`src/rtl/plinko_histogram_reader.sv`:
```
// Snapshots the eight plinkoboard bin counters on start and streams them as
// {bin, count} words over valid/ready, reporting peak bin and total at the end.
module plinko_histogram_reader #(
    parameter int SKIP_EMPTY = 0
) (
    input  logic       clk,
    input  logic       rst,
    input  logic       start,
    input  logic [4:0] count1,
    input  logic [4:0] count2,
    input  logic [4:0] count3,
    input  logic [4:0] count4,
    input  logic [4:0] count5,
    input  logic [4:0] count6,
    input  logic [4:0] count7,
    input  logic [4:0] count8,
    output logic       out_valid,
    input  logic       out_ready,
    output logic [2:0] out_bin,
    output logic [4:0] out_count,
    output logic       out_last,
    output logic       busy,
    output logic       done,
    output logic [2:0] peak_bin,
    output logic [4:0] peak_count,
    output logic [7:0] total
);

    localparam logic [1:0] ST_IDLE = 2'd0;
    localparam logic [1:0] ST_SEND = 2'd1;
    localparam logic [1:0] ST_DONE = 2'd2;

    logic [1:0] state_q, state_d;
    logic [2:0] cur_q, cur_d;
    logic [4:0] snap_q [8];
    logic [4:0] snap_d [8];
    logic [2:0] peak_bin_q, peak_bin_d;
    logic [4:0] peak_count_q, peak_count_d;
    logic [7:0] total_q, total_d;

    logic [4:0] live [8];
    logic       first_found, next_found;
    logic [2:0] first_bin, next_bin;
    logic [2:0] scan_bin;
    logic [4:0] scan_count;
    logic [7:0] scan_total;

    assign live[0] = count1;
    assign live[1] = count2;
    assign live[2] = count3;
    assign live[3] = count4;
    assign live[4] = count5;
    assign live[5] = count6;
    assign live[6] = count7;
    assign live[7] = count8;

    function automatic logic emit_ok(input logic [4:0] c);
        return (SKIP_EMPTY == 0) || (c != 5'd0);
    endfunction

    always_comb begin
        for (int i = 0; i < 8; i++) begin
            snap_d[i] = snap_q[i];
        end
        if (state_q == ST_IDLE && start) begin
            for (int i = 0; i < 8; i++) begin
                snap_d[i] = live[i];
            end
        end
    end

    // First emit bin looks at the incoming snapshot; the next one at the held snapshot.
    always_comb begin
        first_found = 1'b0;
        first_bin   = 3'd0;
        next_found  = 1'b0;
        next_bin    = 3'd0;
        for (int i = 0; i < 8; i++) begin
            if (!first_found && emit_ok(snap_d[i])) begin
                first_found = 1'b1;
                first_bin   = 3'(i);
            end
            if (!next_found && (i > int'(cur_q)) && emit_ok(snap_q[i])) begin
                next_found = 1'b1;
                next_bin   = 3'(i);
            end
        end
    end

    always_comb begin
        scan_bin   = 3'd0;
        scan_count = 5'd0;
        scan_total = 8'd0;
        for (int i = 0; i < 8; i++) begin
            if (snap_d[i] > scan_count) begin
                scan_bin   = 3'(i);
                scan_count = snap_d[i];
            end
            scan_total = scan_total + {3'b000, snap_d[i]};
        end
    end

    always_comb begin
        state_d      = state_q;
        cur_d        = cur_q;
        peak_bin_d   = peak_bin_q;
        peak_count_d = peak_count_q;
        total_d      = total_q;
        case (state_q)
            ST_IDLE: begin
                if (start) begin
                    if (first_found) begin
                        state_d = ST_SEND;
                        cur_d   = first_bin;
                    end else begin
                        state_d = ST_DONE;
                    end
                end
            end
            ST_SEND: begin
                if (out_ready) begin
                    if (next_found) begin
                        cur_d = next_bin;
                    end else begin
                        state_d = ST_DONE;
                    end
                end
            end
            ST_DONE: state_d = ST_IDLE;
            default: state_d = ST_IDLE;
        endcase
        if (state_d == ST_DONE && state_q != ST_DONE) begin
            peak_bin_d   = scan_bin;
            peak_count_d = scan_count;
            total_d      = scan_total;
        end
    end

    always_ff @(posedge clk) begin
        if (rst) begin
            state_q      <= ST_IDLE;
            cur_q        <= 3'd0;
            peak_bin_q   <= 3'd0;
            peak_count_q <= 5'd0;
            total_q      <= 8'd0;
            for (int i = 0; i < 8; i++) begin
                snap_q[i] <= 5'd0;
            end
        end else begin
            state_q      <= state_d;
            cur_q        <= cur_d;
            peak_bin_q   <= peak_bin_d;
            peak_count_q <= peak_count_d;
            total_q      <= total_d;
            for (int i = 0; i < 8; i++) begin
                snap_q[i] <= snap_d[i];
            end
        end
    end

    assign out_valid  = (state_q == ST_SEND);
    assign out_bin    = out_valid ? cur_q : 3'd0;
    assign out_count  = out_valid ? snap_q[cur_q] : 5'd0;
    assign out_last   = out_valid && !next_found;
    assign busy       = (state_q == ST_SEND) || (state_q == ST_DONE);
    assign done       = (state_q == ST_DONE);
    assign peak_bin   = peak_bin_q;
    assign peak_count = peak_count_q;
    assign total      = total_q;

endmodule

```
`config.mk`:
```
export PLATFORM = sky130hd
export DESIGN_NAME = plinko_histogram_reader
export DESIGN_NICKNAME = d
export VERILOG_FILES = /design/src/rtl/plinko_histogram_reader.sv
export SDC_FILE = /design/constraint.sdc
export NUM_CORES = 1
export LEC_CHECK = 0
export BUFFER_PORTS_ARGS = -buffer_cell sky130_fd_sc_hd__buf_2
export CORE_MARGIN = 3
export CORE_UTILIZATION = 25
export CTS_CLUSTER_DIAMETER = 80
export CTS_CLUSTER_SIZE = 28
export DETAILED_ROUTE_END_ITERATION = 12
export GPL_TIMING_DRIVEN = 1
export HOLD_SLACK_MARGIN = 0.02
export PLACE_DENSITY = 0.53
export REMOVE_ABC_BUFFERS = 1
export SLEW_MARGIN = 5
export SYNTH_ARGS = -nofsm -noshare
export SYNTH_HDL_FRONTEND = slang
export SYNTH_SLANG_ARGS = --single-unit
export TNS_END_PERCENT = 50
```
`constraint.sdc`:
```
create_clock -name clk -period 11.1 [get_ports clk]
set_input_delay 2.22 -clock clk [delete_from_list [all_inputs] [get_ports clk]]
set_output_delay 2.22 -clock clk [all_outputs]
set_load 0.01 [all_outputs]
```
==> Flow_metrics.wiki <==
{| class="wikitable"
! Metric !! Value
|-
| Status || complete, but fails checks
|-
| Violations in the final reports || setup timing
|-
| Number of enable flip-flop cells after synthesis || 0
|-
| Total iterations of the first detailed-routing run || 5
|-
| Detailed placement HPWL || 13.0 mm
|-
| Pin count of the biggest net entering global routing || 34
|-
| Synth warn || 0
|-
| Critical path's largest stage delay || 340 ps
|-
| Y dimension of the die || 150 um
|-
| Simple-Gate Fraction of Synth Area || 15.4%
|-
| Top-level port count || 72
|-
| Starting Density || 26.0%
|-
| Final period util || 100%
|-
| Standard-cell row count || 51
|-
| DRT Wirelength || 17.0 mm
|-
| Share of synthesized flip-flops with an asynchronous set or reset || 0%
|-
| Worst Slack Setup Final || -31.8 ps
|-
| Number of DRC violations after detailed-routing iteration 0 || 162
|-
| Hold Worst Slack || 490 ps
|-
| Reported net switching power || 1.26 mW
|-
| ANT nets after route || 0
|-
| Hold buffers post-CTS || 0
|-
| Highest attainable clock frequency || 89.8 MHz
|-
| Wire length per cell after detailed routing || 16.8 um
|-
| Largest family of logic cells by synthesized area || adder cells
|-
| Worst path slowest cell || sky130_fd_sc_hd__mux2_4
|-
| Grt ovf || 0
|-
| Req. time, crit path || 11340 ps
|-
| Worst min path class || reg2reg
|-
| CP Buf/Inv Count || 7
|-
| Core region area || 19900 um^2
|-
| XOR/XNOR share of the synthesized area || 0.508%
|-
| Pins Over Slew Limit || 0
|-
| Number of global-route vias before repair || 4676
|-
| Cell at the root of the clock tree || sky130_fd_sc_hd__clkbuf_16
|-
| Mapped Area || 5170 um^2
|-
| Gp weighted congestion || 0.902
|-
| Tot Pwr || 2.97 mW
|-
| First-pass GRT wire length || 25.6 mm
|-
| TritonCTS clock tree || done
|-
| Combinational fraction of design power || 80.1%
|-
| Sequential cell area fraction in the yosys report || 24.8%
|-
| Count of max-cap constraint violations || 0
|-
| Mean instance size in the synthesized netlist || 9.38 um^2
|-
| DRC violations left || 0
|-
| Number of buffers added on ports || 71
|-
| Unrepaired setup endpoints after global routing || yes
|-
| Dominant register cell in the synthesized netlist || sky130_fd_sc_hd__dfxtp_1
|-
| Number of buffers inserted during clock tree synthesis || 9
|-
| Relative contribution of the clock network to total power || 11.5%
|-
| Nets@finish || 862
|-
| Average vias per placed instance || 4.67
|-
| Proportion of synthesized area in mux cells || 16.8%
|-
| Layout area overhead || 48.2%
|-
| Pwr dens || 388 nW/um^2
|-
| Startpoint-to-endpoint class of the critical path || in2reg
|-
| Layout cells sized above 1 || 45.3%
|-
| Number of instances in the synthesized netlist || 551
|-
| Sequential share of power || 8.4%
|-
| Antenna Diode Count || 0
|-
| Tightest Pin Transition || 816 ps
|-
| Category of the worst setup path launch point || input port
|-
| Crit-path leading delay family || compound AO/OA/AOI/OAI gates
|-
| Critical Path Sink Type || register
|-
| Setup TNS || -110 ps
|-
| Leakage component of the power || 3.63 nW
|-
| Worst-skew pair later-pin latency || 350 ps
|-
| Placed cell area || 6490 um^2
|-
| Minimum period implied by the final worst setup slack || 11130 ps
|-
| Number of storage elements in the synthesis netlist || 64
|-
| Setup skew after layout || 7.68 ps
|-
| Total Routing Usage GR || 15.0%
|-
| Internal portion of total power || 1.71 mW
|-
| Share of the synthesized area in compound gates (AO/OA/AOI/OAI) || 13.7%
|-
| Largest fanout on the critical path || 8
|-
| Die Area || 22400 um^2
|-
| Setup Viol. Count Final || 4
|-
| Final hold violation count || 0
|-
| Worst slack at placement || -1170 ps
|-
| Die boundary width || 150 um
|-
| Post-synthesis share of cell area spent on full adders, half adders and majority gates || 22.4%
|-
| Fillers || 2027
|-
| Maximum ir drop on the vdd rail || 194 uV
|-
| Clock-pin slew on the worst setup and hold paths || 60 ps
|-
| Deepest level of the CTS H-tree || 3
|-
| Num Clock Sinks || 64
|-
| WP data arrival || 11370 ps
|-
| Number of antenna violations at the first check in global routing || 2
|-
| Vias post-DR || 4734
|-
| Switching part of the total || 42.3%
|-
| Distinct cell type count after synthesis || 62
|-
| Final Instance Area || 7660 um^2
|-
| Maximum count of clock buffers along a single path || 2
|-
| Relative slew slack || 45.5%
|}
==> layer usage <==
| metal | vias up | track usage, % | wire length, um |
|---|---|---|---|
| met1 | 2273 | 20.4 | 7890 |
| li1 | 2320 | - | - |
| met5 | - | 0 | 21 |
| met4 | 4 | 4.80 | 374 |
| met3 | 27 | 3.27 | 825 |
| met2 | 110 | 23.9 | 7900 |
==> cell usage after synthesis (all sizes together), types with 3 or more instances <==
cell | count | area share [%]
nand3 | 14 | 1.4
or2 | 3 | 0.41
nand2b | 4 | 0.48
a211oi | 5 | 0.73
a21boi | 5 | 0.73
nand2 | 27 | 2.1
and3 | 10 | 1.2
a221o | 3 | 0.58
mux2i | 48 | 10
nor2b | 11 | 1.3
a31oi | 5 | 0.61
nor2 | 61 | 4.4
a221oi | 4 | 0.68
inv | 61 | 4.4
ha | 46 | 11
o221ai | 3 | 0.51
fa | 29 | 11
buf | 8 | 1.2
xnor2 | 3 | 0.51
dfxtp | 64 | 25
o21a | 6 | 0.87
a21o | 3 | 0.44
and2 | 17 | 2.1
mux4 | 10 | 4.4
mux2 | 9 | 2.1
o21ai | 23 | 2.3
clkbuf | 10 | 0.73
o211ai | 5 | 0.82
a21oi | 27 | 2.8
nor3 | 4 | 0.39
==> flip-flops by register name, summed over array words and instances (netlist names), named ones only <==
signal,count
snap_q,40
total,8
peak_count,5
cur_q,3
peak_bin,3
state_q,2
==> final timing paths <==
kind                                            start                         end  slack (ps)  depth (start not counted)
worst min-delay path            total[0]$_SDFFE_PP0P_       total[0]$_SDFFE_PP0P_         490                          2
worst max register to register  state_q[0]$_SDFF_PP0_  peak_count[3]$_SDFFE_PP0P_        1050                         52
worst max-delay path                            start  peak_count[3]$_SDFFE_PP0P_         -30                         51
worst min register to register  total[0]$_SDFFE_PP0P_       total[0]$_SDFFE_PP0P_         490                          2
==> layout make-up <==
cell class | count | area [um^2] | area share (%)
clock buffer | 10 | 239 | 3.12
clock inverter | 6 | 115 | 1.50
inverter | 62 | 233 | 3.04
multi-input combinational | 408 | 4100 | 53.6
sequential | 64 | 1280 | 16.7
tap | 265 | 332 | 4.33
timing repair buffer | 198 | 1360 | 17.7
==> kinds of logic (layout without fill, tap and decap cells) <==
logic type,count (synthesis),after routing
AND/OR/NAND/NOR,159,160
AO/OA/AOI/OAI,103,103
buffers and inverters,80,276
adder cells (fa/ha/maj),75,75
multiplexers,67,67
flip-flops,64,64
XOR/XNOR,3,3
==> metrics by stage <==
step,utilization [%],instances
2_1_floorplan,-,533
3_3_place_gp,32.6,965
3_5_place_dp,32.6,965
4_1_cts,36.0,999
5_1_grt,38.5,1013
6_report,38.5,1013
==> layout by cell type (no fill, tap or decap), types with 4 or more instances in the layout <==
| master | synthesis | routed |
|---|---|---|
| sky130_fd_sc_hd__buf_4 | 0 | 116 |
| sky130_fd_sc_hd__a21oi_2 | 2 | 8 |
| sky130_fd_sc_hd__a21oi_1 | 25 | 17 |
| sky130_fd_sc_hd__mux4_2 | 10 | 10 |
| sky130_fd_sc_hd__nand2_2 | 0 | 5 |
| sky130_fd_sc_hd__mux2i_2 | 5 | 7 |
| sky130_fd_sc_hd__nor2_1 | 61 | 53 |
| sky130_fd_sc_hd__buf_6 | 2 | 12 |
| sky130_fd_sc_hd__o21ai_2 | 1 | 6 |
| sky130_fd_sc_hd__mux2i_1 | 40 | 36 |
| sky130_fd_sc_hd__nand2_1 | 26 | 20 |
| sky130_fd_sc_hd__ha_4 | 0 | 8 |
| sky130_fd_sc_hd__buf_2 | 5 | 70 |
| sky130_fd_sc_hd__mux2_2 | 7 | 5 |
| sky130_fd_sc_hd__and2_1 | 17 | 15 |
| sky130_fd_sc_hd__o21a_1 | 6 | 5 |
| sky130_fd_sc_hd__nor2_2 | 0 | 7 |
| sky130_fd_sc_hd__o21ai_0 | 18 | 7 |
| sky130_fd_sc_hd__o21ai_1 | 4 | 8 |
| sky130_fd_sc_hd__nor2b_1 | 11 | 7 |
| sky130_fd_sc_hd__inv_2 | 2 | 6 |
| sky130_fd_sc_hd__inv_1 | 59 | 55 |
| sky130_fd_sc_hd__clkbuf_16 | 0 | 9 |
| sky130_fd_sc_hd__o211ai_1 | 4 | 4 |
| sky130_fd_sc_hd__mux2i_4 | 3 | 5 |
| sky130_fd_sc_hd__dfxtp_1 | 64 | 64 |
| sky130_fd_sc_hd__fa_1 | 29 | 29 |
| sky130_fd_sc_hd__mux2_4 | 2 | 4 |
| sky130_fd_sc_hd__ha_1 | 46 | 37 |
| sky130_fd_sc_hd__nand3_1 | 14 | 13 |
| sky130_fd_sc_hd__and3_4 | 0 | 8 |
==> worst reg2reg max path: cells and delay by family, from the launching register on <==
family | cells | cell delay, ps
flops | 1 | 320
fa+ha+maj | 8 | 2440
mux | 1 | 350
simple gates | 16 | 2440
buf+inv | 7 | 890
compound gates | 20 | 3490
==> power groups by stage <==
stage	registers [mW]	logic, mW	clock network [mW]
after floorplan	0.252	1.04	0
after global placement	0.255	1.75	0
after detailed placement	0.255	1.74	0
after CTS	0.250	1.96	0.348
after global routing	0.252	2.59	0.357
final	0.250	2.38	0.342
==> what timing repair did <==
item	in CTS	in global routing
hold endpoints to repair	0	0
gates resized for setup	43	91
setup buffers	17	14
pin swaps	13	46
cloned	1	0
setup endpoints to repair	8	8
No activity file was read; power rests on OpenSTA's default activity.
